**src/rtl/rr_arb_16.sv**
```systemverilog
`default_nettype none
// ============================================================================
//  Module   : rr_arb_16
//  Purpose  : 16-way round-robin arbiter with one-hot and binary grant outputs,
//             owner release via done/req drop and optional hold timeout.
//  Revision : 1.0  initial release
// ============================================================================
module rr_arb_16 #(
  parameter int N        = 16,
  parameter int LOGN     = 4,
  parameter int MAX_HOLD = 0
) (
  input  logic            clk,
  input  logic            rst,
  input  logic [N-1:0]    req,
  input  logic            done,
  output logic [N-1:0]    gnt,
  output logic [LOGN-1:0] gnt_idx,
  output logic            gnt_valid
);

  typedef enum logic [0:0] {
    S_IDLE  = 1'b0,
    S_GRANT = 1'b1
  } state_t;

  localparam logic [7:0]     C_MAX_HOLD = 8'(MAX_HOLD);
  localparam logic [7:0]     C_HOLD_SAT = 8'hFF;
  localparam logic [N-1:0]   C_ONE      = {{(N-1){1'b0}}, 1'b1};
  localparam logic [LOGN-1:0] C_IDX_ONE = {{(LOGN-1){1'b0}}, 1'b1};

  state_t          r_state;
  state_t          w_state_nxt;
  logic [LOGN-1:0] r_ptr;
  logic [LOGN-1:0] w_ptr_nxt;
  logic [7:0]      r_hold_cnt;
  logic [7:0]      w_hold_nxt;
  logic [N-1:0]    r_gnt;
  logic [N-1:0]    w_gnt_nxt;
  logic [LOGN-1:0] r_idx;
  logic [LOGN-1:0] w_idx_nxt;
  logic            r_valid;
  logic            w_valid_nxt;

  logic            w_found;
  logic [LOGN-1:0] w_win;
  logic [LOGN-1:0] w_cand;
  logic            w_timeout;
  logic            w_release;

  // Rotating priority search: candidates ptr, ptr+1, ... wrap naturally in LOGN bits.
  always_comb begin
    w_found = 1'b0;
    w_win   = '0;
    w_cand  = '0;
    for (int k = 0; k < N; k++) begin
      w_cand = r_ptr + LOGN'(k);
      if (!w_found && req[w_cand]) begin
        w_found = 1'b1;
        w_win   = w_cand;
      end
    end
  end

  assign w_timeout = (MAX_HOLD != 0) && (r_hold_cnt == C_MAX_HOLD);
  assign w_release = done | ~req[r_idx] | w_timeout;

  always_comb begin
    w_state_nxt = r_state;
    w_ptr_nxt   = r_ptr;
    w_hold_nxt  = r_hold_cnt;
    w_gnt_nxt   = r_gnt;
    w_idx_nxt   = r_idx;
    w_valid_nxt = r_valid;
    case (r_state)
      S_IDLE: begin
        if (w_found) begin
          w_state_nxt = S_GRANT;
          w_gnt_nxt   = C_ONE << w_win;
          w_idx_nxt   = w_win;
          w_valid_nxt = 1'b1;
          w_hold_nxt  = 8'd1;
        end
      end
      S_GRANT: begin
        if (w_release) begin
          // gnt_idx is deliberately left holding the last owner.
          w_state_nxt = S_IDLE;
          w_gnt_nxt   = '0;
          w_valid_nxt = 1'b0;
          w_ptr_nxt   = r_idx + C_IDX_ONE;
          w_hold_nxt  = 8'd0;
        end else if (r_hold_cnt != C_HOLD_SAT) begin
          w_hold_nxt  = r_hold_cnt + 8'd1;
        end
      end
      default: begin
        w_state_nxt = S_IDLE;
        w_gnt_nxt   = '0;
        w_valid_nxt = 1'b0;
      end
    endcase
  end

  always_ff @(posedge clk) begin
    if (rst) begin
      r_state    <= S_IDLE;
      r_ptr      <= '0;
      r_hold_cnt <= 8'd0;
      r_gnt      <= '0;
      r_idx      <= '0;
      r_valid    <= 1'b0;
    end else begin
      r_state    <= w_state_nxt;
      r_ptr      <= w_ptr_nxt;
      r_hold_cnt <= w_hold_nxt;
      r_gnt      <= w_gnt_nxt;
      r_idx      <= w_idx_nxt;
      r_valid    <= w_valid_nxt;
    end
  end

  assign gnt       = r_gnt;
  assign gnt_idx   = r_idx;
  assign gnt_valid = r_valid;

endmodule
`default_nettype wire
```
**config.mk**
```make
export PLATFORM = sky130hd
export DESIGN_NAME = rr_arb_16
export DESIGN_NICKNAME = d
export VERILOG_FILES = /design/src/rtl/rr_arb_16.sv
export SDC_FILE = /design/constraint.sdc
export NUM_CORES = 1
export LEC_CHECK = 0
export ABC_CLOCK_PERIOD_IN_PS = 11500
export BUFFER_PORTS_ARGS = -buffer_cell sky130_fd_sc_hd__buf_4
export CORE_MARGIN = 4
export CORE_UTILIZATION = 35
export CTS_CLUSTER_DIAMETER = 120
export DETAILED_ROUTE_END_ITERATION = 10
export GPL_TIMING_DRIVEN = 0
export PLACE_DENSITY = 0.54
export SYNTH_ARGS = -nofsm -noshare
export SYNTH_HDL_FRONTEND = slang
export SYNTH_SLANG_ARGS = --single-unit
```
**constraint.sdc**
```tcl
create_clock -name clk -period 11.5 [get_ports clk]
set_input_delay 1.725 -clock clk [delete_from_list [all_inputs] [get_ports clk]]
set_output_delay 1.725 -clock clk [all_outputs]
set_load 0.05 [all_outputs]
```
# Yosys cells after proc, flatten, opt, wreduce, memory -nomap -nowiden
# Index checks and enable logic that the tools add are counted.
op_classes:
  n_reduce_logical: 33
  n_eq_ne: 2
  n_addsub: 16
  shift: 1
  muxes: 75
  bitwise: 3
  magnitude_cmp: 17
op_table:
  columns: ["cell", "n"]
  rows:
  - ["$lt A4 B5 Y1 const B", 17]
  - ["$bmux W1 S4", 17]
  - ["$mux W4", 16]
  - ["$mux W1", 37]
  - ["$add A4 B4 Y4 const B", 8]
  - ["$mux W16", 2]
  - ["$pmux W16 S2", 1]
  - ["$add A4 B3 Y4 const B", 4]
  - ["$shl A1 B4 Y16 const A", 1]
  - ["$logic_and A1 B1 Y1", 15]
  - ["$logic_not A1 Y1", 15]
  - ["$add A4 B1 Y4 const B", 2]
  - ["$add A4 B2 Y4 const B", 2]
  - ["$reduce_and A2 Y1", 3]
  - ["$pmux W1 S2", 2]
  - ["$ne A2 B1 Y1 const B", 1]
  - ["$ne A2 B2 Y1 const B", 1]
  - ["$not A1 Y1", 2]
  - ["$or A1 B1 Y1", 1]
word_totals:
  regBits: 26
  elab_cells: 152
  out_inout_bits: 21

# Longest topological paths before layout
# Gate-level depths: netlist (run 1).
logic_depth:
  word_depth: 51
  depth_mapped: 18
  ltp_nobuf: 12

# Least setup slack after synthesis (run 1)
# OpenSTA, ideal clock, no wires.
synth_path:
  path_kind: "flip-flop to flip-flop"
  from: "reg r_ptr[1]"
  to: "reg r_gnt[3], in the netlist gnt[3]"
  synth_period_minus_slack_ns: 4.672
  setup_time_ns: 0.069
  t_arrival_ns: 4.603
  stages_incl_launch_ff: 17
  setup_slack_ns: 6.828
  cell_sequence: "dfxtp_1 > buf_6 > buf_2 > clkbuf_1 > inv_1 > ha_1 > buf_6 > mux4_2 > mux2_4 > mux2_4 > or4_4 > or3_1 > o211ai_2 > o21a_4 > a31oi_4 > or4_4 > o21ai_1"
synth_via:
  elab_chain_cells: 51
  elab_cells_between_ends: 114
  classes_between: "add/sub (15); eq/ne (1); shift (1); mux (66); reduce/logical (31)"
synth_rtl:
  columns: ["element", "line", "source"]
  rows:
  - ["start, declared", "34", "logic [LOGN-1:0] r_ptr;"]
  - ["start signal, assigned", "115", "r_ptr <= w_ptr_nxt;"]
  - ["branches (longest 51 deep; another with $add A4 B1 Y4)", null, null]
  - ["end signal, assigned", "117", "r_gnt <= w_gnt_nxt;"]
  - ["end, declared", "38", "logic [N-1:0] r_gnt;"]
# Several ways; the timed one is not identified. The select of a mux whose other input is x is not followed.
# A chain may end at the register's enable or synchronous reset.

# Final worst setup path (run 1)
layout_path:
  from: "reg r_ptr[1]"
  to: "reg r_gnt[13], in the netlist gnt[13]"
# Same word-level chain as after synthesis.

==> results of run 1 <==
worst paths after layout:
kind | from | end | slack (ns)
worst min-delay path | gnt[3]$_SDFFE_PP0P_ | gnt[3]$_SDFFE_PP0P_ | 0.46
worst max-delay path | r_ptr[1]$_SDFFE_PP0P_ | gnt[13]$_SDFFE_PP0P_ | 5.41
worst max register to register | r_ptr[1]$_SDFFE_PP0P_ | gnt[13]$_SDFFE_PP0P_ | 5.41
worst min register to register | gnt[3]$_SDFFE_PP0P_ | gnt[3]$_SDFFE_PP0P_ | 0.46
state kept, by name (all words and copies together) (netlist names):
| signal | count |
|---|---|
| r_state | 1 |
| gnt | 16 |
| gnt_valid | 1 |
| r_ptr | 4 |
| gnt_idx | 4 |
area by class of cell:
class | count | share of cell area [%]
repair buffers | 39 | 6.91
multi-input cells | 356 | 71.3
inverters | 7 | 0.621
well taps | 136 | 4.02
flip-flops and latches | 26 | 12.3
clock inverters | 1 | 0.709
plain buffers | 24 | 3.13
clock buffers | 3 | 0.975
synthesized netlist by cell type, types with 3 or more instances:
master,number
a21o_1,3
o22ai_1,7
dfxtp_1,26
mux2i_1,26
a22oi_1,5
a211o_1,4
and3_1,5
nand2_1,36
nor2b_1,4
o32ai_1,3
a211oi_1,8
nor2_1,25
mux2_2,20
nor4_1,3
o21ai_1,4
xnor2_1,5
inv_1,6
nand2b_1,6
nand3b_1,4
xor2_1,6
nor3_1,8
a2bb2oi_1,4
and2_1,6
o21ai_0,21
nand3_1,18
mux4_2,31
buf_2,7
a22o_1,5
clkbuf_1,10
a31oi_1,6
o31ai_1,3
and4_1,3
ha_1,9
a21oi_1,19
kinds of logic (layout without fill, tap and decap cells):
family / count (synthesis) / count (layout) / synth area share, %
flip-flops: 26 / 26 / 14.1
multiplexers: 79 / 79 / 32.8
AND/OR/NAND/NOR: 134 / 134 / 19.1
adder cells (fa/ha/maj): 9 / 9 / 3.04
AO/OA/AOI/OAI: 123 / 123 / 24.1
buffers and inverters: 31 / 74 / 4.29
XOR/XNOR: 11 / 11 / 2.60
routing by layer:
metal | up-vias | global-route usage, % | share of wire, %
li1 | 1720 | - | -
met5 | - | 0 | 0
met3 | 25 | 4.04 | 7.4
met4 | 0 | 6.24 | 2.7
met2 | 166 | 30.1 | 45
met1 | 1774 | 27.6 | 44
worst max-delay path: stages (launching register included):
cell      delay, ns
dfxtp_1        0.47
buf_6          0.18
buf_2          0.27
clkbuf_1       0.47
inv_1          0.37
ha_1           0.42
clkbuf_1       0.50
mux4_2         0.40
mux2i_1        0.48
mux2i_1        0.36
nor4_1         0.48
and2_1         0.27
and3_1         0.33
a21oi_1        0.24
nor3_2         0.39
buf_4          0.25
nand2_1        0.06
o21ai_0        0.07
power groups by stage:
stage               sequential (mW)  combinational (mW)  clock, mW
detailed placement            0.135                1.04          0
global route                  0.136                1.15     0.0811
finish                        0.132                1.07     0.0757
global placement              0.134                1.05          0
CTS                           0.133                1.05     0.0767
floorplan                     0.184               0.740          0
stage by stage:
step / hold slack, ns / worst slack, ns / power [mW] / std cells / util (%)
5_1_grt: 0.489 / 4.95 / 1.37 / 592 / 41.0
4_1_cts: 0.461 / 5.46 / 1.26 / 592 / 41.0
6_report: 0.460 / 5.41 / 1.28 / 592 / 41.0
3_5_place_dp: 0.449 / 5.50 / 1.18 / 588 / 40.3
3_3_place_gp: 0.443 / 5.47 / 1.18 / 588 / 40.3
2_1_floorplan: 0.504 / 6.83 / 0.924 / 413 / -
cells in the final DEF (no fill, tap or decap), types with 4 or more instances in the layout:
| cell type | instances |
|---|---|
| buf_4 | 41 |
| nand2_1 | 36 |
| mux4_2 | 31 |
| mux2i_1 | 26 |
| dfxtp_1 | 26 |
| nor2_1 | 25 |
| o21ai_0 | 21 |
| mux2_2 | 20 |
| a21oi_1 | 19 |
| nand3_1 | 18 |
| clkbuf_1 | 10 |
| ha_1 | 9 |
| a211oi_1 | 8 |
| nor3_1 | 8 |
| buf_2 | 7 |
| o22ai_1 | 7 |
| inv_1 | 6 |
| nand2b_1 | 6 |
| xor2_1 | 6 |
| and2_1 | 6 |
| a31oi_1 | 6 |
| xnor2_1 | 5 |
| and3_1 | 5 |
| a22oi_1 | 5 |
| a22o_1 | 5 |
| a2bb2oi_1 | 4 |
| nor2b_1 | 4 |
| nand3b_1 | 4 |
| a211o_1 | 4 |
| o21ai_1 | 4 |
==> flow_metrics.env, run 1 <==
export IMPL_ys_ff_latch=26
export IMPL_p_sw_share_pct=55.4
export IMPL_p_comb_share_pct=83.7
export IMPL_place_gp_congestion=0.940
export IMPL_post_dp_cell_area_sq_mm=0.00416
export IMPL_slew_headroom_pct=40.9
export IMPL_cts_setup_buffers=0
export IMPL_synth_edf_count=0
export IMPL_synthCells=413
export IMPL_antenna_found_initial=0
export IMPL_drc=0
export IMPL_switchingPower_uw=707
export IMPL_p_int_uw=569
export IMPL_min_period_over_period_pct=53.0
export IMPL_p_leak_nw=1.58
export IMPL_regArea_sq_um=520
export IMPL_worst_pin_slew_ns=0.881
export IMPL_final_net_count=485
export IMPL_cts_tree="built"
export IMPL_min_path_cells=2
export IMPL_cts_reportedPaths_clkPinSlew_ns=0.10
export IMPL_p_per_area_mw_per_mm2=301
export IMPL_synth_distinct_cells=76
export IMPL_die_w_um=111
export IMPL_grt_pass1_wl_mm=19.7
export IMPL_port_buffers=39
export IMPL_vias=3685
export IMPL_fill_cells=1039
export IMPL_grt_total_usage_pct=19.6
export IMPL_synth_fp_nets=441
export IMPL_syn_area_per_cell_sq_um=8.96
export IMPL_grt_pass1_vias=3570
export IMPL_die_area_sq_mm=0.0123
export IMPL_cts_resized=0
export IMPL_hpwl_mm=9.74
export IMPL_layout_drive_gt1_share_pct=27.4
export IMPL_synthArstFlopShare_pct=0
export IMPL_ant_nets=0
export IMPL_ys_seq_area_share_pct=14.1
export IMPL_cp_data_required_time_ns=11.70
export IMPL_worstPathArrival_ns=6.29
export IMPL_pin_count=40
export IMPL_status="complete, no violations"
export IMPL_hold_buffers=0
export IMPL_hold_class="register to register"
export IMPL_yosysTopAreaCellShare_pct=18.9
export IMPL_fin_skew_ns=0.00957
export IMPL_stdcell_area_sq_mm=0.00423
export IMPL_ys_warn_count=0
export IMPL_grt_start_max_net_pins=16
export IMPL_reg2reg_depth=17
export IMPL_clockRootBuffer="clkbuf_8"
export IMPL_start_kind="register"
export IMPL_setup_tns_ns=0
export IMPL_cts_buffer_depth=2
export IMPL_setup_violations=0
export IMPL_drtIter0Drc=323
export IMPL_synth_area_sq_mm=0.00370
export IMPL_wl_per_cell_um=21.1
export IMPL_fmax_ghz=0.164
export IMPL_maxCapViolations=0
export IMPL_htreeDepth=1
export IMPL_ir_drop_uv=192
export IMPL_yosysTopAreaCell="mux4_2"
export IMPL_drtPass1Iterations=5
export IMPL_seqPwrFrac_pct=10.3
export IMPL_routed_wirelength_mm=12.5
export IMPL_design_core_area_sq_mm=0.0103
export IMPL_clock_latency_ns=0.27
export IMPL_cts_buffers=3
export IMPL_synth_area_leaders="mux4_2, dfxtp_1, mux2i_1"
export IMPL_clkPwrFrac_pct=5.9
export IMPL_avgViaCountPerCell=6.22
export IMPL_grt_overflow_total=0
export IMPL_yosys_most_used_dff="dfxtp_1"
export IMPL_start_util_pct=35.8
export IMPL_cts_sinks=26
export IMPL_rows=37
export IMPL_drv_slew=0
export IMPL_rsz0062_at_grt="false"
export IMPL_hold_viol=0
export IMPL_syn_to_final_growth_pct=14.4
export IMPL_crit_type="register to register"
export IMPL_multi_input_area_sq_mm=0.00302
export IMPL_diodes=0
export IMPL_fin_crit_ns=6.09
export IMPL_fp_dieH_um=111
export IMPL_worstPathMaxFanout=10
export IMPL_cp_end_kind="register"
Note: power is estimated with default switching activity, not from simulation.
==> inputs of run 2 (changes only) <==
- ABC_AREA: default -> 1
- ABC_CLOCK_PERIOD_IN_PS: 11500 -> 6300
- PLACE_DENSITY: 0.54 -> 0.55
- clock period: 11.5 -> 6.3 ns (I/O delays scaled with it)
==> flow_metrics.env, run 2 <==
export IMPL_place_gp_congestion=0.893
export IMPL_rows=34
export IMPL_post_dp_cell_area_sq_mm=0.00357
export IMPL_synth_commonest_cells="nand2_1, nand3_1, nor2_1, inv_1, dfxtp_1"
export IMPL_seqPwrFrac_pct=11.3
export IMPL_clock_latency_ns=0.26
export IMPL_cts_setup_buffers=0
export IMPL_yosys_most_used_dff="dfxtp_1"
export IMPL_wl_per_cell_um=14.8
export IMPL_fmax_ghz=0.230
export IMPL_final_net_count=631
export IMPL_timing_hold_ws_ns=0.467
export IMPL_worstPathArrival_ns=4.48
export IMPL_cp_end_kind="register"
export IMPL_cp_startpoint="r_ptr[1]$_SDFFE_PP0P_"
export IMPL_clockRootBuffer="clkbuf_8"
export IMPL_post_synth_top_count_cell="nand2_1"
export IMPL_synth_area_leaders="nand2_1, nand3_1, dfxtp_1"
export IMPL_switchingPower_mw=1.48
export IMPL_place_inst=706
export IMPL_p_leak_nw=1.79
export IMPL_drtIter0Drc=223
export IMPL_start_kind="register"
export IMPL_drv_slew=0
export IMPL_die_w_um=103
export IMPL_synth_edf_count=0
export IMPL_cts_resized=0
export IMPL_fin_crit_ns=4.34
export IMPL_die_area_sq_mm=0.0106
export IMPL_vias=3661
export IMPL_setup_violations=0
export IMPL_status="complete, no violations"
export IMPL_min_period_over_period_pct=68.9
export IMPL_layout_drive_gt1_share_pct=16.6
export IMPL_clkPwrFrac_pct=3.9
export IMPL_layout_common_cells="nand2_1, nand3_1, nor2_1"
export IMPL_largest_reg_flops=16
export IMPL_grt_pass1_wl_mm=17.3
export IMPL_htreeDepth=1
export IMPL_cts_buffers=3
export IMPL_yosysTopAreaCellShare_pct=18.3
export IMPL_drtPass1Iterations=5
export IMPL_synthCells=560
export IMPL_ys_ff_latch=26
export IMPL_reg2reg_from="r_ptr[1]$_SDFFE_PP0P_"
export IMPL_min_delay_start="gnt[2]$_SDFFE_PP0P_"
export IMPL_synthArstFlopShare_pct=0
export IMPL_avgViaCountPerCell=5.16
export IMPL_p_int_uw=800
export IMPL_antenna_found_initial=0
export IMPL_pin_count=40
export IMPL_cp_data_required_time_ns=6.44
export IMPL_fin_skew_ns=0.00363
export IMPL_cts_reportedPaths_clkPinSlew_ns=0.08
export IMPL_hpwl_mm=8.64
export IMPL_hold_class="register to register"
export IMPL_worst_pin_slew_ns=0.599
export IMPL_syn_area_per_cell_sq_um=5.63
export IMPL_cts_sinks=26
export IMPL_crit_type="register to register"
export IMPL_ys_seq_area_share_pct=16.5
export IMPL_start_util_pct=36.0
export IMPL_synth_fp_nets=588
export IMPL_grt_pass1_vias=3455
export IMPL_stdcell_area_sq_mm=0.00362
export IMPL_final_cells=709
export IMPL_p_sw_share_pct=65.0
export IMPL_design_core_area_sq_mm=0.00876
export IMPL_syn_to_final_growth_pct=14.6
export IMPL_synth_distinct_cells=37
export IMPL_cts_buffer_depth=2
export IMPL_final_common_cell="nand2_1"
export IMPL_routed_wirelength_mm=10.5
export IMPL_worstPathMaxFanout=13
export IMPL_grt_overflow_total=0
export IMPL_port_buffers=38
export IMPL_grt_start_max_net_pins=14
export IMPL_hold_buffers=0
export IMPL_ant_nets=0
export IMPL_utilization_pct=41.3
export IMPL_setup_tns_ns=0
export IMPL_ys_warn_count=0
export IMPL_synth_area_sq_mm=0.00315
export IMPL_rsz0062_at_grt="false"
export IMPL_grt_total_usage_pct=20.6
export IMPL_p_per_area_mw_per_mm2=632
export IMPL_maxCapViolations=0
export IMPL_p_comb_share_pct=84.8
export IMPL_yosysTopAreaCell="nand2_1"
export IMPL_ir_drop_uv=238
export IMPL_hold_viol=0
export IMPL_fp_dieH_um=103
export IMPL_drc=0
export IMPL_cts_tree="built"
export IMPL_slew_headroom_pct=59.7
export IMPL_diodes=0
[run 2: cell count changes in the layout (fill, tap and decap cells not counted), sizes merged, moves of 8 or more]
cell / delta
nand3: +88
mux4: -31
mux2i: -26
clkbuf: -8
nor2: +51
nand4: +17
nand2: +132
mux2: -22
a211oi: -8
inv: +55
[run 2: final timing paths]
kind,to,slack [ns],cells after the start
min reg2reg,gnt[2]$_SDFFE_PP0P_,0.47,2
max,gnt[14]$_SDFFE_PP0P_,1.96,26
min,gnt[2]$_SDFFE_PP0P_,0.47,2
max reg2reg,gnt[14]$_SDFFE_PP0P_,1.96,26
[run 2: cells by family (layout without fill, tap and decap cells)]
family	Yosys count	after routing	synth area share [%]
adders and majority gates	9	9	3.57
AOI/OAI and AO/OA	64	64	11.3
and+or+nand+nor	374	374	54.9
DFF	26	26	16.5
buffers and inverters	76	117	10.0
xor gates and xnor gates	11	11	3.77
[run 2: cell type report]
class	count	area (sq um)
Clock buffer	3	41.3
Multi-Input combinational cell	458	2320
Timing Repair Buffer	38	285
Buffer	14	82.6
Tap cell	108	135
Inverter	62	233
Sequential cell	26	520
Fill cell	988	5150
[run 2: layer usage]
| layer | share of wire (%) | global-route usage, % | vias up |
|---|---|---|---|
| met2 | 45 | 34.0 | 90 |
| met1 | 49 | 29.1 | 1631 |
| met5 | 0 | 0 | - |
| met4 | 1.9 | 4.78 | 0 |
| met3 | 4.3 | 1.56 | 14 |
| li1 | - | - | 1926 |
[run 2: power groups by stage]
stage               clock, mW  sequential (mW)  combinational (mW)
finish                 0.0894            0.258                1.94
global route           0.0983            0.267                2.17
floorplan                   0            0.372                1.33
detailed placement          0            0.262                1.93
CTS                    0.0931            0.259                1.93
global placement            0            0.261                1.91
[run 2: critical path, stage by stage, from the launching register on]
cell and delay (ns):
dfxtp_1 0.54, inv_1 0.18, buf_2 0.27, ha_1 0.39, inv_1 0.11, buf_2 0.27, nand3_1 0.16, nand3_1 0.13
nand2_1 0.07, nand2_1 0.09, nand2_2 0.09, nor2_8 0.13, nand4_4 0.12, nor2_4 0.17, nand4_2 0.15, nor2_4 0.16
nand2_1 0.13, clkinv_1 0.09, nand2_1 0.05, o21ai_1 0.10, nand3_1 0.13, nor2_1 0.11, nor2_1 0.04, nor2_1 0.27
nor2_1 0.11, nand2_1 0.08, a21oi_1 0.06
[run 2: through the flow]
step | setup WS, ns | power, mW
2_1_floorplan | 2.87 | 1.70
3_3_place_gp | 2.00 | 2.17
3_5_place_dp | 1.98 | 2.19
4_1_cts | 1.96 | 2.29
5_1_grt | 1.45 | 2.54
6_report | 1.96 | 2.28
==> inputs of run 3 (changes only) <==
- ABC_CLOCK_PERIOD_IN_PS: 6300 -> 3800
- PLACE_DENSITY: 0.55 -> 0.57
- clock period: 6.3 -> 3.8 ns (I/O delays scaled with it)
==> flow_metrics.env, run 3 (same netlist as run 2, synthesis figures left out) <==
export IMPL_status="complete, no violations"
export IMPL_final_common_cell="nand2_1"
export IMPL_syn_to_final_growth_pct=25.8
export IMPL_wl_per_cell_um=15.0
export IMPL_grt_overflow_total=0
export IMPL_vias=3893
export IMPL_avgViaCountPerCell=5.35
export IMPL_clockRootBuffer="clkbuf_8"
export IMPL_htreeDepth=1
export IMPL_critPathBufInv=7
export IMPL_path_common_cell="nand3_1"
export IMPL_cp_cell_sequence="clkinvlp_4 -> buf_8 -> ha_4 -> inv_2 -> buf_6 -> nand3_1 -> nand3_1 -> nand2_1 -> inv_1 -> o21ai_1 -> inv_2 -> nand4_1 -> nor2_4 -> buf_4 -> nand3_1 -> nand2_1 -> o21ai_1 -> nand3_1 -> o21bai_2 -> nand2_4 -> nor2_2 -> nand2_1 -> a21oi_1"
export IMPL_worstPathMaxFanout=13
export IMPL_hold_class="register to register"
export IMPL_fin_crit_ns=3.58
export IMPL_worst_pin_slew_ns=0.488
export IMPL_antenna_found_initial=0
export IMPL_final_net_count=648
export IMPL_drtIter0Drc=261
export IMPL_drv_slew=0
export IMPL_largest_reg_flops=16
export IMPL_maxCapViolations=0
export IMPL_min_period_over_period_pct=94.3
export IMPL_fp_dieH_um=103
export IMPL_min_path_cells=2
export IMPL_start_kind="register"
export IMPL_cts_tree="built"
export IMPL_die_area_sq_mm=0.0106
export IMPL_layout_common_cells="nand2_1, nand3_1, buf_4, nor2_1, inv_1"
export IMPL_slew_headroom_pct=67.3
export IMPL_clock_latency_ns=0.27
export IMPL_crit_type="register to register"
export IMPL_cts_buffer_depth=2
export IMPL_crit_slowest_cell="dfxtp_4"
export IMPL_hpwl_mm=8.54
export IMPL_drtPass1Iterations=5
export IMPL_stdcell_area_sq_mm=0.00397
export IMPL_worstPathArrival_ns=3.79
export IMPL_design_core_area_sq_mm=0.00876
export IMPL_grt_pass1_wl_mm=17.7
export IMPL_cp_data_required_time_ns=4.00
export IMPL_hold_viol=0
export IMPL_grt_start_max_net_pins=16
export IMPL_port_buffers=38
export IMPL_setup_violations=0
export IMPL_layout_drive_gt1_share_pct=23.7
export IMPL_reg2reg_depth=23
export IMPL_routed_wirelength_mm=10.9
export IMPL_fill_cells=953
export IMPL_drc=0
export IMPL_fmax_ghz=0.279
export IMPL_grt_pass1_vias=3612
export IMPL_critPathMaxStageDelay_ns=0.38
export IMPL_pin_count=40
export IMPL_cts_sinks=26
export IMPL_cp_end_kind="register"
export IMPL_post_dp_cell_area_sq_mm=0.00357
export IMPL_start_util_pct=36.0
export IMPL_crit_family="simple AND/OR/NAND/NOR gates"
export IMPL_cp_depth=23
export IMPL_cts_buffers=3
export IMPL_diodes=0
export IMPL_die_w_um=103
export IMPL_place_gp_congestion=0.885
export IMPL_grt_total_usage_pct=20.8
export IMPL_cts_reportedPaths_clkPinSlew_ns=0.09
export IMPL_ant_nets=0
export IMPL_fin_skew_ns=0.00337
export IMPL_rows=34
==> run 3: cell types whose count changed in the layout (fill, tap and decap cells not counted), moves of 4 or more <==
cell | before | now
buf_2 | 6 | 2
buf_4 | 42 | 59
nor2_2 | 5 | 11
nand3_2 | 1 | 5
nand3_1 | 105 | 101
nor2_1 | 68 | 59
nand2_1 | 154 | 150
==> run 3: metrics by stage <==
step | utilization, % | hold WS, ns | cells | setup slack, ns | setup TNS (ns)
CTS | 42.1 | 0.472 | 710 | 0.00932 | 0
global placement | 40.8 | 0.455 | 706 | -0.469 | -8.18
finish | 45.3 | 0.468 | 727 | 0.216 | 0
global route | 45.3 | 0.489 | 727 | -0.0717 | -0.366
detailed placement | 40.8 | 0.458 | 706 | -0.501 | -8.94
floorplan | - | 0.487 | 560 | 0.368 | 0
==> run 3: per-layer routing <==
| layer | routed length (um) | vias to the layer above | GRT usage, % |
|---|---|---|---|
| li1 | - | 1966 | - |
| met5 | 0 | - | 0 |
| met2 | 5000 | 111 | 33.3 |
| met4 | 214 | 0 | 4.78 |
| met3 | 566 | 17 | 2.17 |
| met1 | 5150 | 1799 | 29.9 |
==> run 3: what timing repair did <==
| item | 4_1_cts | 5_1_grt |
|---|---|---|
| cloned | 0 | 0 |
| hold buffers | 0 | 0 |
| pin swaps | 1 | 11 |
| resized for setup | 12 | 38 |
| setup buffers | 0 | 17 |
| endpoints found under the setup margin | 22 | 21 |
==> run 3: worst paths after layout <==
check | slack [ns] | endpoint | startpoint
max | 0.22 | gnt[9]$_SDFFE_PP0P_ | r_ptr[1]$_SDFFE_PP0P_
min | 0.47 | gnt[3]$_SDFFE_PP0P_ | gnt[3]$_SDFFE_PP0P_
max reg2reg | 0.22 | gnt[9]$_SDFFE_PP0P_ | r_ptr[1]$_SDFFE_PP0P_
min reg2reg | 0.47 | gnt[3]$_SDFFE_PP0P_ | gnt[3]$_SDFFE_PP0P_
==> run 3: cell type report <==
| type | count | area, sq um | area share, % |
|---|---|---|---|
| buffer | 14 | 111 | 2.81 |
| tap | 108 | 135 | 3.40 |
| inverter | 62 | 240 | 6.05 |
| timing repair buffer | 55 | 413 | 10.4 |
| clock inverter | 1 | 30.0 | 0.757 |
| multi-input combinational | 458 | 2470 | 62.2 |
| clock buffer | 3 | 41.3 | 1.04 |
| sequential | 26 | 528 | 13.3 |
==> run 3: tightest hold or removal path, delay by kind of cell (launching register included) <==
| kind | cells | cell delay (ns) |
|---|---|---|
| and+or+nand+nor | 1 | 0.06 |
| DFF | 1 | 0.32 |
| AOI/OAI and AO/OA | 1 | 0.05 |
Power of run 3 is left out: the tool's default activity adds up to more than one toggle a clock period on the data nets, which glitch-free logic cannot reach.
